`config.mk`:
```
export PLATFORM = sky130hd
export DESIGN_NAME = xilinx_pcie_clk_ctrl
export DESIGN_NICKNAME = d
export VERILOG_FILES = /design/src/rtl/xilinx_pcie_clk_ctrl_pkg.sv /design/src/rtl/pcie_cdc_sync.sv /design/src/rtl/xilinx_pcie_clk_ctrl.sv
export SDC_FILE = /design/constraint.sdc
export NUM_CORES = 1
export LEC_CHECK = 0
export ABC_AREA = 1
export CAP_MARGIN = 20
export CORE_AREA = 8 8 80 82
export CTS_CLUSTER_DIAMETER = 60
export DETAILED_ROUTE_END_ITERATION = 8
export DIE_AREA = 0 0 88 90
export PLACE_DENSITY_LB_ADDON = 0.3
export SYNTH_ARGS = -nofsm -noshare
export SYNTH_HDL_FRONTEND = slang
export SYNTH_SLANG_ARGS = --single-unit
```
`constraint.sdc`:
```
create_clock -name clk_i -period 2.1 [get_ports clk_i]
set_input_delay 0.42 -clock clk_i [delete_from_list [all_inputs] [get_ports clk_i]]
set_output_delay 0.42 -clock clk_i [all_outputs]
set_load 0.01 [all_outputs]
```
`src/rtl/xilinx_pcie_clk_ctrl_pkg.sv`:
```
// Shared types for the PCIe PIPE-clock MMCM sequencer.
// State encoding and counter width helper.
package xilinx_pcie_clk_ctrl_pkg;

  typedef enum logic [2:0] {
    ST_RST,
    ST_WAIT_LOCK,
    ST_STABLE,
    ST_READY,
    ST_GATE_OFF,
    ST_SWITCH,
    ST_GATE_ON,
    ST_FAIL
  } state_e;

  function automatic int cnt_w(input int v);
    return (v < 1) ? 1 : $clog2(v + 1);
  endfunction

endpackage

```
`src/rtl/pcie_cdc_sync.sv`:
```
// Two-flop synchronizer for quasi-static inputs
// arriving from another clock domain.
module pcie_cdc_sync #(
  parameter int W = 1
) (
  input  logic         clk_i,
  input  logic         rst_n_i,
  input  logic [W-1:0] d_i,
  output logic [W-1:0] q_o
);

  (* ASYNC_REG = "TRUE" *) logic [W-1:0] s1_q;
  (* ASYNC_REG = "TRUE" *) logic [W-1:0] s2_q;

  always_ff @(posedge clk_i or negedge rst_n_i) begin
    if (!rst_n_i) begin
      s1_q <= '0;
      s2_q <= '0;
    end else begin
      s1_q <= d_i;
      s2_q <= s1_q;
    end
  end

  assign q_o = s2_q;

endmodule

```
`src/rtl/xilinx_pcie_clk_ctrl.sv`:
```
// PIPE-clock MMCM sequencer: reset/lock/retry, debounce, Gen1/Gen2 switch.
// Optional PCIE_CLK_CTRL_STATS_EN adds lock-loss and retry counters.
module xilinx_pcie_clk_ctrl
  import xilinx_pcie_clk_ctrl_pkg::*;
#(
  parameter int PCIE_LANE    = 1,
  parameter int RST_CYCLES   = 16,
  parameter int LOCK_TIMEOUT = 65535,
  parameter int LOCK_STABLE  = 64,
  parameter int GATE_CYCLES  = 8,
  parameter int MAX_RETRY    = 3
) (
  input  logic                 clk_i,
  input  logic                 rst_n_i,
  input  logic                 mmcm_lock_i,
  input  logic [PCIE_LANE-1:0] pclk_sel_i,
  output logic                 mmcm_rst_n_o,
  output logic                 pipeclk_en_o,
  output logic [PCIE_LANE-1:0] pclk_sel_o,
  output logic                 clk_ready_o,
  output logic                 rate_done_o,
  output logic                 fail_o
`ifdef PCIE_CLK_CTRL_STATS_EN
  ,
  output logic [7:0]           lock_loss_cnt_o,
  output logic [7:0]           retry_total_o
`endif
);

  localparam int RW = cnt_w(RST_CYCLES);
  localparam int TW = cnt_w(LOCK_TIMEOUT);
  localparam int SW = cnt_w(LOCK_STABLE);
  localparam int GW = cnt_w(GATE_CYCLES);
  localparam int YW = cnt_w(MAX_RETRY);

  localparam logic [RW-1:0] RST_LAST  = RW'(RST_CYCLES - 1);
  localparam logic [TW-1:0] TOUT      = TW'(LOCK_TIMEOUT);
  localparam logic [SW-1:0] STAB      = SW'(LOCK_STABLE);
  localparam logic [GW-1:0] GATE_LAST = GW'(GATE_CYCLES - 1);
  localparam logic [YW-1:0] RETRY_MAX = YW'(MAX_RETRY);

  logic                 lock_s;
  logic [PCIE_LANE-1:0] sel_s;

  pcie_cdc_sync #(.W(1)) u_lock_sync (
    .clk_i   (clk_i),
    .rst_n_i (rst_n_i),
    .d_i     (mmcm_lock_i),
    .q_o     (lock_s)
  );

  pcie_cdc_sync #(.W(PCIE_LANE)) u_sel_sync (
    .clk_i   (clk_i),
    .rst_n_i (rst_n_i),
    .d_i     (pclk_sel_i),
    .q_o     (sel_s)
  );

  state_e               state_q, state_d;
  logic [RW-1:0]        rcnt_q, rcnt_d;
  logic [TW-1:0]        tcnt_q, tcnt_d, tcnt_inc;
  logic [SW-1:0]        scnt_q, scnt_d, scnt_inc;
  logic [GW-1:0]        gcnt_q, gcnt_d;
  logic [YW-1:0]        retry_q, retry_d, retry_inc;
  logic [PCIE_LANE-1:0] sel_q, sel_d;
  logic                 done_q, done_d;
  logic                 req;

  // Only a unanimous lane request that differs from the applied rate counts
  assign req = (&sel_s && ~|sel_q) || (~|sel_s && |sel_q);

  assign tcnt_inc  = (tcnt_q == TOUT) ? tcnt_q : tcnt_q + 1'b1;
  assign scnt_inc  = scnt_q + 1'b1;
  assign retry_inc = retry_q + 1'b1;

  always_comb begin
    state_d = state_q;
    rcnt_d  = rcnt_q;
    tcnt_d  = tcnt_q;
    scnt_d  = scnt_q;
    gcnt_d  = gcnt_q;
    retry_d = retry_q;
    sel_d   = sel_q;
    unique case (state_q)
      ST_RST: begin
        sel_d = '0;
        if (rcnt_q == RST_LAST) begin
          rcnt_d  = '0;
          tcnt_d  = '0;
          state_d = ST_WAIT_LOCK;
        end else begin
          rcnt_d = rcnt_q + 1'b1;
        end
      end
      ST_WAIT_LOCK: begin
        tcnt_d = tcnt_inc;
        if (lock_s) begin
          scnt_d  = '0;
          state_d = ST_STABLE;
        end else if (tcnt_inc == TOUT) begin
          retry_d = retry_inc;
          rcnt_d  = '0;
          state_d = (retry_inc == RETRY_MAX) ? ST_FAIL : ST_RST;
        end
      end
      ST_STABLE: begin
        tcnt_d = tcnt_inc;
        if (!lock_s) begin
          scnt_d  = '0;
          state_d = ST_WAIT_LOCK;
        end else begin
          scnt_d = scnt_inc;
          if (scnt_inc == STAB) begin
            retry_d = '0;
            state_d = ST_READY;
          end
        end
      end
      ST_READY: begin
        if (!lock_s) begin
          rcnt_d  = '0;
          sel_d   = '0;
          state_d = ST_RST;
        end else if (req) begin
          gcnt_d  = '0;
          state_d = ST_GATE_OFF;
        end
      end
      ST_GATE_OFF, ST_SWITCH, ST_GATE_ON: begin
        if (!lock_s) begin
          rcnt_d  = '0;
          sel_d   = '0;
          state_d = ST_RST;
        end else if (state_q == ST_SWITCH) begin
          gcnt_d  = '0;
          state_d = ST_GATE_ON;
        end else if (gcnt_q == GATE_LAST) begin
          gcnt_d = '0;
          if (state_q == ST_GATE_OFF) begin
            sel_d   = ~sel_q;
            state_d = ST_SWITCH;
          end else begin
            state_d = ST_READY;
          end
        end else begin
          gcnt_d = gcnt_q + 1'b1;
        end
      end
      ST_FAIL: state_d = ST_FAIL;
      default: state_d = ST_RST;
    endcase
    done_d = (state_q == ST_GATE_ON) && (state_d == ST_READY);
  end

  always_ff @(posedge clk_i or negedge rst_n_i) begin
    if (!rst_n_i) begin
      state_q <= ST_RST;
      rcnt_q  <= '0;
      tcnt_q  <= '0;
      scnt_q  <= '0;
      gcnt_q  <= '0;
      retry_q <= '0;
      sel_q   <= '0;
      done_q  <= 1'b0;
    end else begin
      state_q <= state_d;
      rcnt_q  <= rcnt_d;
      tcnt_q  <= tcnt_d;
      scnt_q  <= scnt_d;
      gcnt_q  <= gcnt_d;
      retry_q <= retry_d;
      sel_q   <= sel_d;
      done_q  <= done_d;
    end
  end

  assign mmcm_rst_n_o = (state_q != ST_RST) && (state_q != ST_FAIL);
  assign pipeclk_en_o = (state_q == ST_READY);
  assign clk_ready_o  = (state_q == ST_READY)    ||
                        (state_q == ST_GATE_OFF) ||
                        (state_q == ST_SWITCH)   ||
                        (state_q == ST_GATE_ON);
  assign fail_o       = (state_q == ST_FAIL);
  assign rate_done_o  = done_q;
  assign pclk_sel_o   = sel_q;

`ifdef PCIE_CLK_CTRL_STATS_EN
  logic [7:0] loss_q, loss_d;
  logic [7:0] rtot_q, rtot_d;
  logic       loss_ev, tout_ev;

  always_comb begin
    loss_ev = clk_ready_o && !lock_s;
    tout_ev = (state_q == ST_WAIT_LOCK) &&
              ((state_d == ST_RST) || (state_d == ST_FAIL));
    loss_d  = loss_q;
    rtot_d  = rtot_q;
    if (loss_ev && (loss_q != 8'hff)) loss_d = loss_q + 8'd1;
    if (tout_ev && (rtot_q != 8'hff)) rtot_d = rtot_q + 8'd1;
  end

  always_ff @(posedge clk_i or negedge rst_n_i) begin
    if (!rst_n_i) begin
      loss_q <= '0;
      rtot_q <= '0;
    end else begin
      loss_q <= loss_d;
      rtot_q <= rtot_d;
    end
  end

  assign lock_loss_cnt_o = loss_q;
  assign retry_total_o   = rtot_q;
`endif

endmodule

```
After elaboration in Yosys (flattened, before gate mapping):

Index checks and enable logic that the tools add are counted.

* register bits: 43
* bits of input ports: 4
* output and inout bits: 6

* muxes and demuxes: 41
* bitwise operators: 1
* equal/unequal tests: 29
* reductions and logical operators: 26
* add/subtract/negate cells: 5

Operators by type and width (number)
* 2-to-1 mux 3 bit: 12
* == test 16 bit (second input constant): 2
* 2-to-1 mux 16 bit: 2
* case mux 16 bit (2 select lines): 1
* 2-to-1 mux 4 bit: 5
* 2-to-1 mux 5 bit: 4
* case mux 3 bit (6 select lines): 1
* adder 16 x 1 -> 16 bit (second input constant): 1
* case mux 5 bit (3 select lines): 1
* 2-to-1 mux 7 bit: 2
* case mux 7 bit (2 select lines): 1
* == test 3 bit (second input constant): 4
* != test 2 bit (second input constant): 6
* != test 3 bit (second input constant): 4
* != test 2 x 1 -> 1 bit (second input constant): 5
* AND reduction 5 bit: 2
* == test 3 x 2 -> 1 bit (second input constant): 3
* nonzero test 3 bit: 3
* 2-to-1 mux 2 bit: 4
* case mux 4 bit (2 select lines): 1
* AND reduction 4 bit: 2
* adder 7 x 1 -> 7 bit (second input constant): 1
* == test 7 bit (second input constant): 1
* nonzero test 2 bit: 3
* other kinds (19): 31

Depth between registers and ports, before layout:

* word-level depth: 8
* mapped depth: 15

Cells and area by module:

A second synthesis with hierarchy kept.

* cells, all modules: 385
* area, all modules: 2812.7 um^2

Modules (own cells, without submodules)
* xilinx_pcie_clk_ctrl: sequential area each 975.9 um^2, cells each 381, area each 2712.6 um^2, instances 1
* pcie_cdc_sync: sequential area each 50.0 um^2, cells each 2, area each 50.0 um^2, instances 2

Worst setup path after synthesis:

No wires, ideal clock.

* kind: register -> register
* start: reg tcnt_q[0]
* end: reg rcnt_q[4]
* buffers on the path: 1
* setup time: 0.119 ns
* cell stages (with the launch flop): 15
* slack: 0.171 ns
* data arrival time: 1.811 ns
* cell sequence: dfrtp_1 -> ha_1 -> nand2_2 -> nor2_8 -> nand2_4 -> clkinv_2 -> nand2_4 -> buf_6 -> nand2_2 -> nand2_1 -> nor2_1 -> nand3_2 -> nand2_2 -> nand2_4 -> o21a_1

* word-level cells in the longest chain between the ends: 5
* elaborated cells on any way between the ends: 6

Ends and longest elaborated chain
* start: declaration: line xilinx_pcie_clk_ctrl.sv:61 `logic [TW-1:0] tcnt_q, tcnt_d, tcnt_inc;`
* start signal: assignment: line xilinx_pcie_clk_ctrl.sv:168 `tcnt_q <= tcnt_d;`
* adder 16 x 1 -> 16 bit / == test 16 bit (equally long branches): line xilinx_pcie_clk_ctrl.sv:72 `assign tcnt_inc = (tcnt_q == TOUT) ? tcnt_q : tcnt_q + 1'b1;`
* 2-to-1 mux 16 bit *: line xilinx_pcie_clk_ctrl.sv:72
* == test 16 bit *: line xilinx_pcie_clk_ctrl.sv:100 `end else if (tcnt_inc == TOUT) begin`
* != test 2 bit (no source line) *
* AND reduction 4 bit (no source line) *
* end signal: assignment: line xilinx_pcie_clk_ctrl.sv:167 `rcnt_q <= rcnt_d;`
* end: declaration: line xilinx_pcie_clk_ctrl.sv:60 `logic [RW-1:0] rcnt_q, rcnt_d;`

Mark *: on every way between the ends. The rest lies on a longest branch, timed or not.
A chain may end at the register's enable or synchronous reset.

Final worst setup path:

* start: reg tcnt_q[1]
* end: reg done_q (netlist: rate_done_o)

* word-level cells in the longest chain between the ends: 8
* elaborated cells on any way between the ends: 9

Ends and longest elaborated chain
* adder 16 x 1 -> 16 bit / == test 16 bit (equally long branches): line xilinx_pcie_clk_ctrl.sv:72
* 2-to-1 mux 16 bit *: line xilinx_pcie_clk_ctrl.sv:72
* == test 16 bit *: line xilinx_pcie_clk_ctrl.sv:100
* 2-to-1 mux 3 bit *: line xilinx_pcie_clk_ctrl.sv:100
* 2-to-1 mux 3 bit *: line xilinx_pcie_clk_ctrl.sv:97 `if (lock_s) begin`
* case mux 3 bit (6 select lines) *: line xilinx_pcie_clk_ctrl.sv:84 `unique case (state_q)`
* == test 3 x 2 -> 1 bit *: line xilinx_pcie_clk_ctrl.sv:152 `done_d = (state_q == ST_GATE_ON) && (state_d == ST_READY);`
* logical AND 1 bit *: line xilinx_pcie_clk_ctrl.sv:152
* via done_d: line xilinx_pcie_clk_ctrl.sv:66 `logic done_q, done_d;`
* end signal: assignment: line xilinx_pcie_clk_ctrl.sv:173 `done_q <= done_d;`
* end: declaration: line xilinx_pcie_clk_ctrl.sv:66

Mark *: on every way through the listed nets, which the timed path passes. The rest lies on a longest branch.

==> flow_metrics.tcl <==
set metrics [dict create \
    avgSynthCellArea_um2 7.27 \
    dominantRegCellSynth "dfrtp_1" \
    synth-seq-cells 43 \
    syn_area_um2 2700 \
    finClkSkew_ns 0.00227 \
    maxSlewHeadroom 0.638 \
    hold_buffers 0 \
    p_per_area_nw_per_um2 962 \
    pin_count 10 \
    synth_cell_types 35 \
    setup-tns-final_ns 0 \
    total_power_mw 3.14 \
    diodes 0 \
    synth-xor-area-share 0.0292 \
    path_clk_slew_ns 0.09 \
    yosysWarnings 0 \
    ir_drop_v 0.000758 \
    synth-async-reset-ratio 1.00 \
    wl_per_cell_um 13.2 \
    synthCells 371 \
    ant_nets 0 \
    vias 2479 \
    nets 411 \
    r2r-end "rate_done_o" \
    finalHoldViolCount 0 \
    drt_pass1_iterations 4 \
    instances_no_fill 475 \
    min_path_type "input pin to async pin" \
    die_w_um 88 \
    regToRegStartpoint "tcnt_q[1]" \
    overflow 0 \
    ff2ff_setup_slack_ns 0.05 \
    layout_commonest_cell "nand2_1" \
    antenna_found_initial 0 \
    drc 0 \
    end_kind "register" \
    cts_sinks 43 \
    arrival_ns 2.25 \
    setup_viol 0 \
    synth_edf_count 0 \
    clock_latency_ns 0.30 \
    leakagePower_nw 1.52 \
    area_delta_synth_final_pct 21.0 \
    vias_per_cell 5.22 \
    gr-usage-all-layers 0.160 \
    final_cell_mix "nand2_1, inv_1, dfrtp_1" \
    fp.dieH_um 90 \
    syn_nets 380 \
    grt_start_max_net_pins 24 \
    post-synth-top-area-fraction 0.399 \
    synthTopCellsByArea "dfrtp_1, nand2_1, inv_1" \
    wl_mm 6.27 \
    port_buffers 9 \
    fp-row-count 27 \
    start_kind "register" \
    yosysSeqAreaShare 0.399 \
    synthMuxAreaShare 0 \
    placed_cells_incl_taps 459 \
    synth-compound-area-share 0.121 \
    drive_above_1_share 0.211 \
    crit_type "register to register" \
    synth_top_family_by_area "simple AND/OR/NAND/NOR gates" \
    grt_pass1_wl_mm 10.3 \
    gp_congestion 0.910 \
    post-route-min-period_ns 2.05 \
    required_ns 2.30 \
    synthAdderAreaFrac 0.0232 \
    tightest_slew_ns 0.542 \
    dieArea_um2 7920 \
    rsz0062_at_grt "yes" \
    dp_hpwl_mm 4.48 \
    cts-root-buf "clkbuf_8" \
    initial_core_util 0.515 \
    period_share 0.978 \
    core_area_um2 5240 \
    drv_slew 0 \
    ff2ff_path_depth 14 \
    cts_tree "built" \
    status "finished clean" \
    critPathMaxFanout 5 \
    yosys.area_share.simple 0.353 \
    fmax_ghz 0.487 \
    htreeDepth 2 \
    synth_area_leader_cell "dfrtp_1" \
    cts_buffers 5 \
    max-cap-violations 0 \
    cts.path.max_buffers 2 \
    first_global_vias 2242 \
    first_iter_violations 235 \
]
layer usage:
metal	wire, um	up-vias	global-route usage
met5	0	-	0
met4	109	0	0.0473
met3	331	12	0.0346
met2	2890	58	0.234
met1	2940	1135	0.228
li1	-	1274	-
state kept, by name (all words and copies together) (netlist names):
register / cells
gcnt_q: 4
scnt_q: 7
retry_q: 2
u_lock_sync.q_o: 1
tcnt_q: 16
state_q: 3
pclk_sel_o: 1
rcnt_q: 5
u_sel_sync.s1_q: 1
u_lock_sync.s1_q: 1
u_sel_sync.q_o: 1
rate_done_o: 1
worst max path at each step:
stage                           from          end  slack [ns]  depth (start not counted)
final                      tcnt_q[1]  rate_done_o        0.05                         14
after global routing       tcnt_q[1]  rate_done_o       -0.11                         14
after CTS                 state_q[2]       fail_o        0.01                          3
after detailed placement   tcnt_q[0]   retry_q[0]       -0.07                         12
after global placement     tcnt_q[0]    rcnt_q[4]       0.009                         11
after floorplan            tcnt_q[0]    rcnt_q[4]        0.17                         14
synth_stat cells, types with 2 or more instances:
cell type / number
a21oi_1: 13
a32o_1: 3
clkbuf_1: 2
dfrtp_1: 43
ha_1: 5
inv_1: 41
inv_2: 5
nand2_1: 102
nand2_2: 5
nand2_4: 3
nand3_1: 28
nand3_2: 3
nand4_1: 8
nor2_1: 34
nor2_2: 4
nor2_4: 3
nor3_1: 7
o211ai_1: 2
o21ai_0: 26
o21ai_1: 9
o22ai_1: 2
or2_2: 3
xor2_1: 8
cell families after synthesis:
logic type | count (synthesis)
flip-flops | 43
buffers and inverters | 51
adder cells (fa/ha/maj) | 5
AO/OA/AOI/OAI | 59
AND/OR/NAND/NOR | 204
XOR/XNOR | 9
timing repair:
item                                    in CTS  in global routing
buffers inserted                             1                  7
endpoints found under the hold margin        0                  0
cloned                                       0                  0
gates resized for setup                      3                 42
pin swaps                                    1                 12
endpoints found under the setup margin      11                 12
cell type report:
cell class | instances | area (um2)
Multi-Input combinational cell | 277 | 1580
Tap cell | 72 | 90.1
Sequential cell | 43 | 1080
Clock buffer | 5 | 68.8
Timing Repair Buffer | 28 | 244
Clock inverter | 3 | 20.0
Fill cell | 460 | 1970
Inverter | 47 | 178
power breakdown:
part / switching, mW / total, mW / internal [mW] / leakage (nW)
Clock: 0.313 / 0.545 / 0.232 / 0.0402
Combinational: 0.861 / 1.44 / 0.581 / 0.915
Sequential: 0.165 / 1.15 / 0.987 / 0.567
Total: 1.34 / 3.14 / 1.80 / 1.52
worst max-delay path, stage by stage, from the launching register on:
cell	delay [ns]
dfrtp_1	0.42
ha_4	0.19
nand2_4	0.09
nor2_8	0.05
nand4_1	0.17
buf_4	0.17
nand2_2	0.05
nand2_2	0.08
nand3_2	0.10
nor2_4	0.15
nand3_4	0.10
nand2_1	0.08
nand2_1	0.07
a21oi_2	0.16
nor2_1	0.06
stage by stage:
stage / area, um2 / setup slack [ns] / utilization / hold WS, ns
after global routing: 3260 / -0.108 / 0.623 / 0.140
after global placement: 2950 / 0.00860 / 0.562 / 0.334
after CTS: 3040 / 0.0111 / 0.581 / 0.114
final: 3260 / 0.0464 / 0.623 / 0.0891
after floorplan: 2700 / 0.171 / - / 0.124
after detailed placement: 2950 / -0.0735 / 0.562 / 0.337
Note: power is estimated with default switching activity, not from simulation.
